$ cat src/rtl/dino_pkg.sv
// rtl/dino_pkg.sv - shared encodings and helpers for the dino obstacle pipeline
package dino_pkg;

    typedef enum logic [1:0] {
        ST_IDLE  = 2'd0,
        ST_WAIT  = 2'd1,
        ST_ISSUE = 2'd2
    } spawn_state_e;

    localparam logic [1:0] OBS_SMALL = 2'd0;
    localparam logic [1:0] OBS_LARGE = 2'd1;
    localparam logic [1:0] OBS_BIRD  = 2'd2;

    localparam int DEF_MIN_GAP    = 40;
    localparam int DEF_GAP_FLOOR  = 24;
    localparam int DEF_FIRST_GAP  = 60;
    localparam int DEF_BIRD_LEVEL = 3;

    // Birds are only unlocked at higher levels; otherwise the bird slot becomes a large cactus.
    function automatic logic [1:0] select_type(input logic [1:0] sel, input logic bird_ok);
        logic [1:0] t;
        case (sel)
            2'b00, 2'b01: t = OBS_SMALL;
            2'b10:        t = OBS_LARGE;
            default:      t = bird_ok ? OBS_BIRD : OBS_LARGE;
        endcase
        return t;
    endfunction

    function automatic logic [1:0] bird_lane(input logic [1:0] r);
        return (r == 2'd3) ? 2'd1 : r;
    endfunction

endpackage

$ cat src/rtl/obstacle_gap_calc.sv
// rtl/obstacle_gap_calc.sv - level-scaled random spawn gap with a floor
module obstacle_gap_calc #(
    parameter int MIN_GAP   = 40,
    parameter int GAP_FLOOR = 24
) (
    input  logic [5:0] rnd,
    input  logic [3:0] level,
    output logic [7:0] gap
);

    logic [8:0] raw;
    logic [8:0] sub;
    logic [8:0] lim;
    logic [7:0] diff;

    assign raw  = 9'(MIN_GAP) + {3'b000, rnd};
    assign sub  = {4'b0000, level, 1'b0};
    assign lim  = sub + 9'(GAP_FLOOR);
    // raw never exceeds 255 because MIN_GAP is bounded, so the 8-bit difference is exact.
    assign diff = raw[7:0] - sub[7:0];

    always_comb begin
        gap = diff;
        if (raw < lim) begin
            gap = 8'(GAP_FLOOR);
        end
    end

endmodule

$ cat src/rtl/obstacle_spawner.sv
// rtl/obstacle_spawner.sv - turns LFSR bytes into timed obstacle spawn requests
module obstacle_spawner
    import dino_pkg::*;
#(
    parameter int MIN_GAP    = DEF_MIN_GAP,
    parameter int GAP_FLOOR  = DEF_GAP_FLOOR,
    parameter int FIRST_GAP  = DEF_FIRST_GAP,
    parameter int BIRD_LEVEL = DEF_BIRD_LEVEL
) (
    input  logic       clk,
    input  logic       rst,
    input  logic       run,
    input  logic       tick,
    input  logic [3:0] level,
    input  logic [7:0] rnd,
    input  logic       spawn_ready,
    output logic       spawn_valid,
    output logic [1:0] spawn_type,
    output logic [1:0] spawn_height,
    output logic [7:0] spawn_count
);

    spawn_state_e state_q, state_d;
    logic [7:0]   gap_q, gap_d;
    logic         valid_q, valid_d;
    logic [1:0]   type_q, type_d;
    logic [1:0]   height_q, height_d;
    logic [7:0]   count_q, count_d;
    logic [7:0]   next_gap;
    logic         bird_ok;
    logic [1:0]   sel_type;

    obstacle_gap_calc #(
        .MIN_GAP   (MIN_GAP),
        .GAP_FLOOR (GAP_FLOOR)
    ) u_gap_calc (
        .rnd   (rnd[5:0]),
        .level (level),
        .gap   (next_gap)
    );

    assign bird_ok  = (level >= 4'(BIRD_LEVEL));
    assign sel_type = select_type(rnd[7:6], bird_ok);

    always_ff @(posedge clk or posedge rst) begin
        if (rst) begin
            state_q  <= ST_IDLE;
            gap_q    <= 8'd0;
            valid_q  <= 1'b0;
            type_q   <= OBS_SMALL;
            height_q <= 2'd0;
            count_q  <= 8'd0;
        end else begin
            state_q  <= state_d;
            gap_q    <= gap_d;
            valid_q  <= valid_d;
            type_q   <= type_d;
            height_q <= height_d;
            count_q  <= count_d;
        end
    end

    always_comb begin
        state_d  = state_q;
        gap_d    = gap_q;
        valid_d  = valid_q;
        type_d   = type_q;
        height_d = height_q;
        count_d  = count_q;

        // Leaving the game discards any pending request, even one being accepted this edge.
        if (!run) begin
            state_d = ST_IDLE;
            valid_d = 1'b0;
        end else begin
            case (state_q)
                ST_IDLE: begin
                    state_d = ST_WAIT;
                    gap_d   = 8'(FIRST_GAP);
                    count_d = 8'd0;
                end
                ST_WAIT: begin
                    if (tick) begin
                        if (gap_q > 8'd1) begin
                            gap_d = gap_q - 8'd1;
                        end else begin
                            state_d  = ST_ISSUE;
                            valid_d  = 1'b1;
                            type_d   = sel_type;
                            height_d = (sel_type == OBS_BIRD) ? bird_lane(rnd[1:0]) : 2'd0;
                        end
                    end
                end
                ST_ISSUE: begin
                    if (valid_q && spawn_ready) begin
                        state_d = ST_WAIT;
                        valid_d = 1'b0;
                        gap_d   = next_gap;
                        if (count_q != 8'hFF) begin
                            count_d = count_q + 8'd1;
                        end
                    end
                end
                default: begin
                    state_d = ST_IDLE;
                    valid_d = 1'b0;
                end
            endcase
        end
    end

    assign spawn_valid  = valid_q;
    assign spawn_type   = type_q;
    assign spawn_height = height_q;
    assign spawn_count  = count_q;

endmodule
$ cat config.mk
export PLATFORM = sky130hd
export DESIGN_NAME = obstacle_spawner
export DESIGN_NICKNAME = d
export VERILOG_FILES = /design/src/rtl/dino_pkg.sv /design/src/rtl/obstacle_gap_calc.sv /design/src/rtl/obstacle_spawner.sv
export SDC_FILE = /design/constraint.sdc
export NUM_CORES = 1
export LEC_CHECK = 0
export ABC_AREA = 0
export CAP_MARGIN = 20
export CORE_MARGIN = 10
export CORE_UTILIZATION = 60
export CTS_BUF_LIST = sky130_fd_sc_hd__clkbuf_4 sky130_fd_sc_hd__clkbuf_8
export CTS_CLUSTER_SIZE = 8
export DETAILED_ROUTE_END_ITERATION = 10
export MAX_ROUTING_LAYER = met4
export PLACE_DENSITY = 0.87
export SYNTH_ARGS = -nofsm -noshare
export SYNTH_HDL_FRONTEND = slang
export SYNTH_HIERARCHICAL = 1
export SYNTH_SLANG_ARGS = --single-unit
$ cat constraint.sdc
create_clock -name clk -period 4.3 [get_ports clk]
set_input_delay 0.86 -clock clk [delete_from_list [all_inputs] [get_ports clk]]
set_output_delay 0.86 -clock clk [all_outputs]
set_load 0.01 [all_outputs]
==> impl_metrics.py, run 1 <==
metrics = {
    "outcome": {
        "status": "complete, no violations",
    },
    "routing": {
        "vias": 1704,
        "drt_iter0_markers": 206,
        "wl_per_cell_um": 14.9,
        "firstDrtPassIters": 4,
        "viasPerCell": 5.96,
        "finalWirelength_um": 4250,
        "ant_nets": 0,
        "drc_errors": 0,
    },
    "floorplanning": {
        "die_area_um2": 5770,
        "die_x_um": 76.0,
        "fp-row-count": 20,
        "coreArea_um2": 3030,
        "top_level_ports": 30,
        "start_util_pct": 62.1,
        "chipHeight_um": 76.0,
    },
    "setup_path": {
        "required_ns": 4.55,
        "cpMaxStageDelayCell": "clkdlybuf4s50_1",
        "rr_startpoint": "state_q[0]",
        "worst_path_largest_cell_delay_ns": 0.45,
        "start_kind": "input port",
        "end_kind": "flip-flop",
        "path_class": "in2reg",
        "arrival_ns": 3.15,
        "crit_top_cell": "ha_1",
        "path_cells": "clkdlybuf4s50_1, ha_1, xnor2_1, ha_1, o21ai_0, a21oi_1, nor3b_2, o21bai_1, nand2_1, o211a_1, o22ai_1",
        "cp_max_fo": 6,
        "cp-startpoint": "rnd[3]",
    },
    "yosys": {
        "syn_area_um2": 1880,
        "yosys_register_bits": 23,
        "synth_seq_area_share_pct": 30.6,
        "syn_nets": 248,
        "yosys_most_used_dff": "dfrtp_1",
        "async_reset_ff_share_pct": 100,
        "synth_warnings": 6,
        "avgSynthCellArea_um2": 8.83,
        "synth_edf_count": 0,
        "synth_cells": 213,
        "ys_types": 56,
    },
    "global_routing": {
        "grt_overflow_total": 0,
        "grt_usage_pct": 14.7,
        "grt_pass1_vias": 1615,
        "antenna_found_initial": 0,
        "grt_first_pass_wirelength_um": 7180,
        "grt_start_max_net_pins": 24,
    },
    "pwr": {
        "ir_drop_mv": 0.297,
        "p_per_area_nw_per_um2": 409,
        "p_leak_nw": 0.947,
    },
    "cts": {
        "cts_inserted_buffers": 3,
        "clock_latency_ns": 0.32,
        "clock-sinks": 23,
        "postCtsSetupRepairBufs": 0,
        "root_buffer": "clkbuf_4",
        "cts-resized-gates": 0,
        "cts_tree": "done",
        "clockBufferDepth": 2,
        "h-tree-depth": 1,
        "clk_pin_slew_ns": 0.14,
        "postCtsHoldBufs": 0,
    },
    "cells_and_area": {
        "drive_gt1_share_pct": 8.68,
        "synthToLayoutAreaGrowth_pct": 19.0,
        "fin_nets": 278,
        "n_antenna_cell": 0,
    },
    "placed_design": {
        "hpwl_um": 3320,
        "portBuffers": 29,
        "finalWeightedCongestion": 0.875,
        "dp_worst_setup_slack_ns": 1.06,
    },
    "sta": {
        "hold_viol": 0,
        "slew_headroom_pct": 42.2,
        "fin_crit_ns": 2.90,
        "rsz0062_at_grt": "no",
        "slew_violations": 0,
        "fin_skew_ns": 0.00480,
        "worst_pin_slew_ns": 0.866,
        "post-route-period-util_pct": 67.5,
        "max_freq_mhz": 345,
        "setup_tns_ns": 0,
        "final-setup-viol-count": 0,
        "worst_slack_ns": 1.40,
    },
    "job": {
        "drv_cap": 0,
    },
    "min_path": {
        "hp-start": "spawn_type[0]",
        "hp-class": "reg2reg",
    },
}
area by class of cell:
class                   instances  area (µm²)
multi-input cells             165        1210
fillers                       240         791
flip-flops and latches         23         576
repair buffers                 29         290
inverters                      21        78.8
well taps                      44        55.1
clock buffers                   3        22.5
clock inverters                 1        5.00
cells by family after synthesis:
family / count (synthesis) / synth area share, %
muxes: 9 / 4.99
AOI/OAI and AO/OA: 64 / 25.5
and+or+nand+nor: 71 / 20.1
buffers and inverters: 25 / 5.06
adders and majority gates: 18 / 12.4
xor gates and xnor gates: 3 / 1.40
DFF: 23 / 30.6
synthesized netlist by cell type (4+ instances only):
master,count,area [µm²]
nand2b_1,5,31.3
ha_1,17,213
o21ai_0,13,65.1
nand3_1,9,45.0
dfrtp_1,23,576
nor2_1,9,33.8
nand2_1,20,75.1
inv_1,21,78.8
nand4_1,4,25.0
mux2i_1,6,60.1
a21oi_1,9,45.0
o31ai_1,4,30.0
state kept, by name (all words and copies together), names as in the netlist:
name,count
gap_q,8
spawn_count,8
spawn_height,2
spawn_type,2
state_q,2
spawn_valid,1
critical path: cells and delay by family:
kind	cells	cell delay (ns)
AO/OA/AOI/OAI	5	0.61
XOR/XNOR	1	0.30
adder cells (fa/ha/maj)	2	0.53
buffers and inverters	1	0.45
AND/OR/NAND/NOR	2	0.38
cell usage in the layout (no fill, tap or decap), types with 2 or more instances in the layout:
| cell type | count |
|---|---|
| a211oi_1 | 3 |
| nor2_1 | 9 |
| nand4_1 | 4 |
| a21oi_1 | 9 |
| nor2b_1 | 3 |
| nor4_1 | 3 |
| mux2i_1 | 6 |
| or3_1 | 3 |
| a21o_1 | 3 |
| o31a_1 | 2 |
| dfrtp_1 | 23 |
| a31o_2 | 3 |
| nand3_1 | 9 |
| clkbuf_4 | 3 |
| and3_2 | 2 |
| nor3_1 | 3 |
| nand2_1 | 20 |
| o21ai_0 | 13 |
| a21boi_1 | 2 |
| or4_1 | 3 |
| inv_1 | 21 |
| nand2b_1 | 5 |
| mux2_2 | 3 |
| a221oi_1 | 2 |
| a21boi_0 | 2 |
| clkdlybuf4s50_1 | 29 |
| xnor2_1 | 3 |
| ha_1 | 17 |
| o31ai_1 | 4 |
| a31oi_1 | 3 |
path summary, 6_finish.rpt:
check | slack (ns) | end | cells after the start
min | 0.53 | spawn_type[0] | 2
max reg2reg | 2.06 | gap_q[3] | 6
min in group asynchronous | 1.00 | spawn_count[6] | 2
min reg2reg | 0.53 | spawn_type[0] | 2
max in group asynchronous | 2.77 | gap_q[7] | 2
max | 1.40 | gap_q[4] | 11
where the power goes:
| group | switching, mW | leakage [nW] | internal (mW) |
|---|---|---|---|
| clock | 0.0722 | 0.0177 | 0.0349 |
| sequential | 0.0531 | 0.306 | 0.258 |
| combinational | 0.290 | 0.623 | 0.208 |
| total | 0.415 | 0.947 | 0.501 |
per-stage QoR:
stage	instance area (µm²)	power [mW]	std cells	hold WS [ns]	util (%)
after floorplan	1880	0.688	213	0.518	-
after global placement	2210	0.795	282	0.493	73.0
after detailed placement	2210	0.806	282	0.501	73.0
after CTS	2240	0.912	286	0.533	73.9
after global routing	2240	0.995	286	0.555	73.9
final	2240	0.916	286	0.533	73.9
metal layers:
metal / global-route usage [%] / vias to the layer above / share of wire [%]
met5: - / - / 0
met4: 5.87 / 0 / 1.7
met3: 3.66 / 8 / 6.8
met2: 22.5 / 62 / 45
li1: - / 848 / -
met1: 18.1 / 786 / 46
No activity file was read; power rests on OpenSTA's default activity.
==> run 2, diff against run 1 <==
--- a/config.mk
+++ b/config.mk
@@ -8,12 +8,12 @@
 export ABC_AREA = 0
 export CAP_MARGIN = 20
 export CORE_MARGIN = 10
-export CORE_UTILIZATION = 60
+export CORE_UTILIZATION = 50
 export CTS_BUF_LIST = sky130_fd_sc_hd__clkbuf_4 sky130_fd_sc_hd__clkbuf_8
 export CTS_CLUSTER_SIZE = 8
 export DETAILED_ROUTE_END_ITERATION = 10
 export MAX_ROUTING_LAYER = met4
-export PLACE_DENSITY = 0.87
+export PLACE_DENSITY = 0.77
 export SYNTH_ARGS = -nofsm -noshare
 export SYNTH_HDL_FRONTEND = slang
 export SYNTH_HIERARCHICAL = 1
==> constraint.sdc (replaced) <==
create_clock -name clk -period 2.42 [get_ports clk]
set_input_delay 0.484 -clock clk [delete_from_list [all_inputs] [get_ports clk]]
set_output_delay 0.484 -clock clk [all_outputs]
set_load 0.01 [all_outputs]
==> impl_metrics.py, run 2 (synthesis results as in run 1) <==
metrics = {
    "cells_and_area": {
        "synthToLayoutAreaGrowth_pct": 29.9,
        "drive_gt1_share_pct": 18.0,
        "stdcell_area_um2": 2440,
        "n_antenna_cell": 0,
        "final_cell_mix": "dfrtp_1 (23), clkdlybuf4s50_1 (21), inv_1 (20), nand2_1 (20)",
        "fillers": 310,
        "final_common_cell": "dfrtp_1",
        "multi_input_area_um2": 1270,
        "ff_latch_area_um2": 576,
        "fin_cells": 304,
        "fin_nets": 292,
        "fin_util_pct": 66.7,
    },
    "sta": {
        "hold_viol": 0,
        "worst_slack_ns": 0.254,
        "rsz0062_at_grt": "no",
        "post-route-period-util_pct": 89.5,
        "slew_violations": 0,
        "worst_pin_slew_ns": 0.664,
        "fin_crit_ns": 2.17,
        "slew_headroom_pct": 55.7,
        "max_freq_mhz": 462,
        "final-setup-viol-count": 0,
        "fin_skew_ns": 0.0109,
        "hold_ws_ns": 0.520,
    },
    "routing": {
        "firstDrtPassIters": 4,
        "drt_iter0_markers": 220,
        "vias": 1750,
        "drc_errors": 0,
        "viasPerCell": 5.76,
        "wl_per_cell_um": 15.6,
        "finalWirelength_um": 4740,
        "ant_nets": 0,
    },
    "min_path": {
        "hp-class": "reg2reg",
        "hold_path_end": "spawn_height[1]",
        "hold_depth": 1,
        "hp-start": "spawn_height[1]",
    },
    "cts": {
        "clock_latency_ns": 0.27,
        "h-tree-depth": 1,
        "root_buffer": "clkbuf_8",
        "clockBufferDepth": 2,
        "cts_tree": "done",
        "clk_pin_slew_ns": 0.09,
        "clock-sinks": 23,
        "cts_inserted_buffers": 3,
    },
    "setup_path": {
        "required_ns": 2.61,
        "start_kind": "flip-flop",
        "rr_startpoint": "state_q[0]",
        "reg2reg_slack_ns": 0.25,
        "end_kind": "flip-flop",
        "worst_path_largest_cell_delay_ns": 0.44,
        "path_cells": "inv_1, ha_1, a21boi_2, or3_1, a21oi_2, mux2i_1",
        "arrival_ns": 2.35,
        "cpMaxStageDelayCell": "dfrtp_1",
        "critPathTopFamily": "compound AO/OA/AOI/OAI gates",
        "cp_max_fo": 9,
        "path_class": "reg2reg",
        "reg2reg_to": "gap_q[1]",
        "crit_buf_inv": 1,
        "reg2reg_depth": 6,
    },
    "global_routing": {
        "antenna_found_initial": 0,
        "grt_start_max_net_pins": 24,
        "grt_first_pass_wirelength_um": 7880,
        "grt_pass1_vias": 1684,
        "grt_usage_pct": 14.7,
        "grt_overflow_total": 0,
    },
    "floorplanning": {
        "start_util_pct": 51.4,
        "fp-row-count": 22,
        "top_level_ports": 30,
        "chipHeight_um": 81.3,
        "die_area_um2": 6610,
        "die_x_um": 81.3,
        "coreArea_um2": 3660,
    },
    "pwr": {
        "ir_drop_mv": 0.407,
        "p_leak_nw": 1.10,
        "p_per_area_nw_per_um2": 724,
    },
    "job": {
        "drv_cap": 0,
    },
    "placed_design": {
        "dp.cells": 299,
        "finalWeightedCongestion": 0.887,
        "portBuffers": 29,
        "hpwl_um": 3480,
        "dp_worst_setup_slack_ns": -0.321,
        "post_dp_cell_area_um2": 2310,
    },
    "outcome": {
        "status": "complete, no violations",
    },
}
-- run 2: changes by cell type in the layout (fill, tap and decap cells not counted), moves of 2 or more --
cell / delta
buf_4: +14
clkdlybuf4s50_1: -8
dlymetal6s2s_1: +8
clkbuf_4: -3
clkbuf_8: +3
ha_1: -3
a21oi_1: -2
a21oi_2: +2
ha_4: +2
o21ai_0: -2
-- run 2: final cells by class --
cell class	instances	share of cell area [%]
sequential	23	23.6
multi-input combinational	165	51.8
clock buffer	3	1.69
timing repair buffer	43	17.0
inverter	21	3.23
tap	48	2.46
clock inverter	1	0.205
-- run 2: worst max-delay path by stage --
stage	start	to	slack, ns	cells after the start
floorplan	rnd[3]	gap_q[0]	0.22	10
global placement	rnd[3]	gap_q[6]	-0.24	8
detailed placement	rnd[3]	gap_q[6]	-0.32	10
CTS	level[1]	gap_q[6]	0.03	8
global route	state_q[0]	gap_q[1]	0.13	6
finish	state_q[0]	gap_q[1]	0.25	6
-- run 2: repair_timing --
| item | CTS | global route |
|---|---|---|
| hold buffers | 0 | 0 |
| pin swaps | 1 | 10 |
| hold endpoints to repair | 0 | 0 |
| gates cloned | 0 | 0 |
| setup buffers | 0 | 1 |
| resized for setup | 5 | 17 |
| endpoints found under the setup margin | 1 | 8 |
-- run 2: report_power, final --
part	total, mW	internal, mW	switching (mW)
sequential	0.557	0.459	0.0982
clock	0.241	0.115	0.126
combinational	0.971	0.415	0.555
-- run 2: stage by stage --
step	setup TNS, ns	power (mW)
floorplan	0	1.22
global placement	-1.54	1.44
detailed placement	-2.05	1.47
CTS	0	1.73
global route	0	1.92
finish	0	1.77
-- run 2: per-layer routing --
layer / vias up / global-route usage [%] / routed length (µm)
met2: 50 / 23.1 / 2360
met1: 817 / 19.1 / 2090
li1: 879 / - / -
met3: 4 / 3.53 / 250
met5: - / - / 0
met4: 0 / 2.08 / 34
==> run 3, diff against run 2 <==
--- a/config.mk
+++ b/config.mk
@@ -6,6 +6,7 @@
 export NUM_CORES = 1
 export LEC_CHECK = 0
 export ABC_AREA = 0
+export ABC_CLOCK_PERIOD_IN_PS = 2420
 export CAP_MARGIN = 20
 export CORE_MARGIN = 10
 export CORE_UTILIZATION = 50
==> results of run 3 <==
The final DEF is identical to that of run 2; final timing and power are the same.
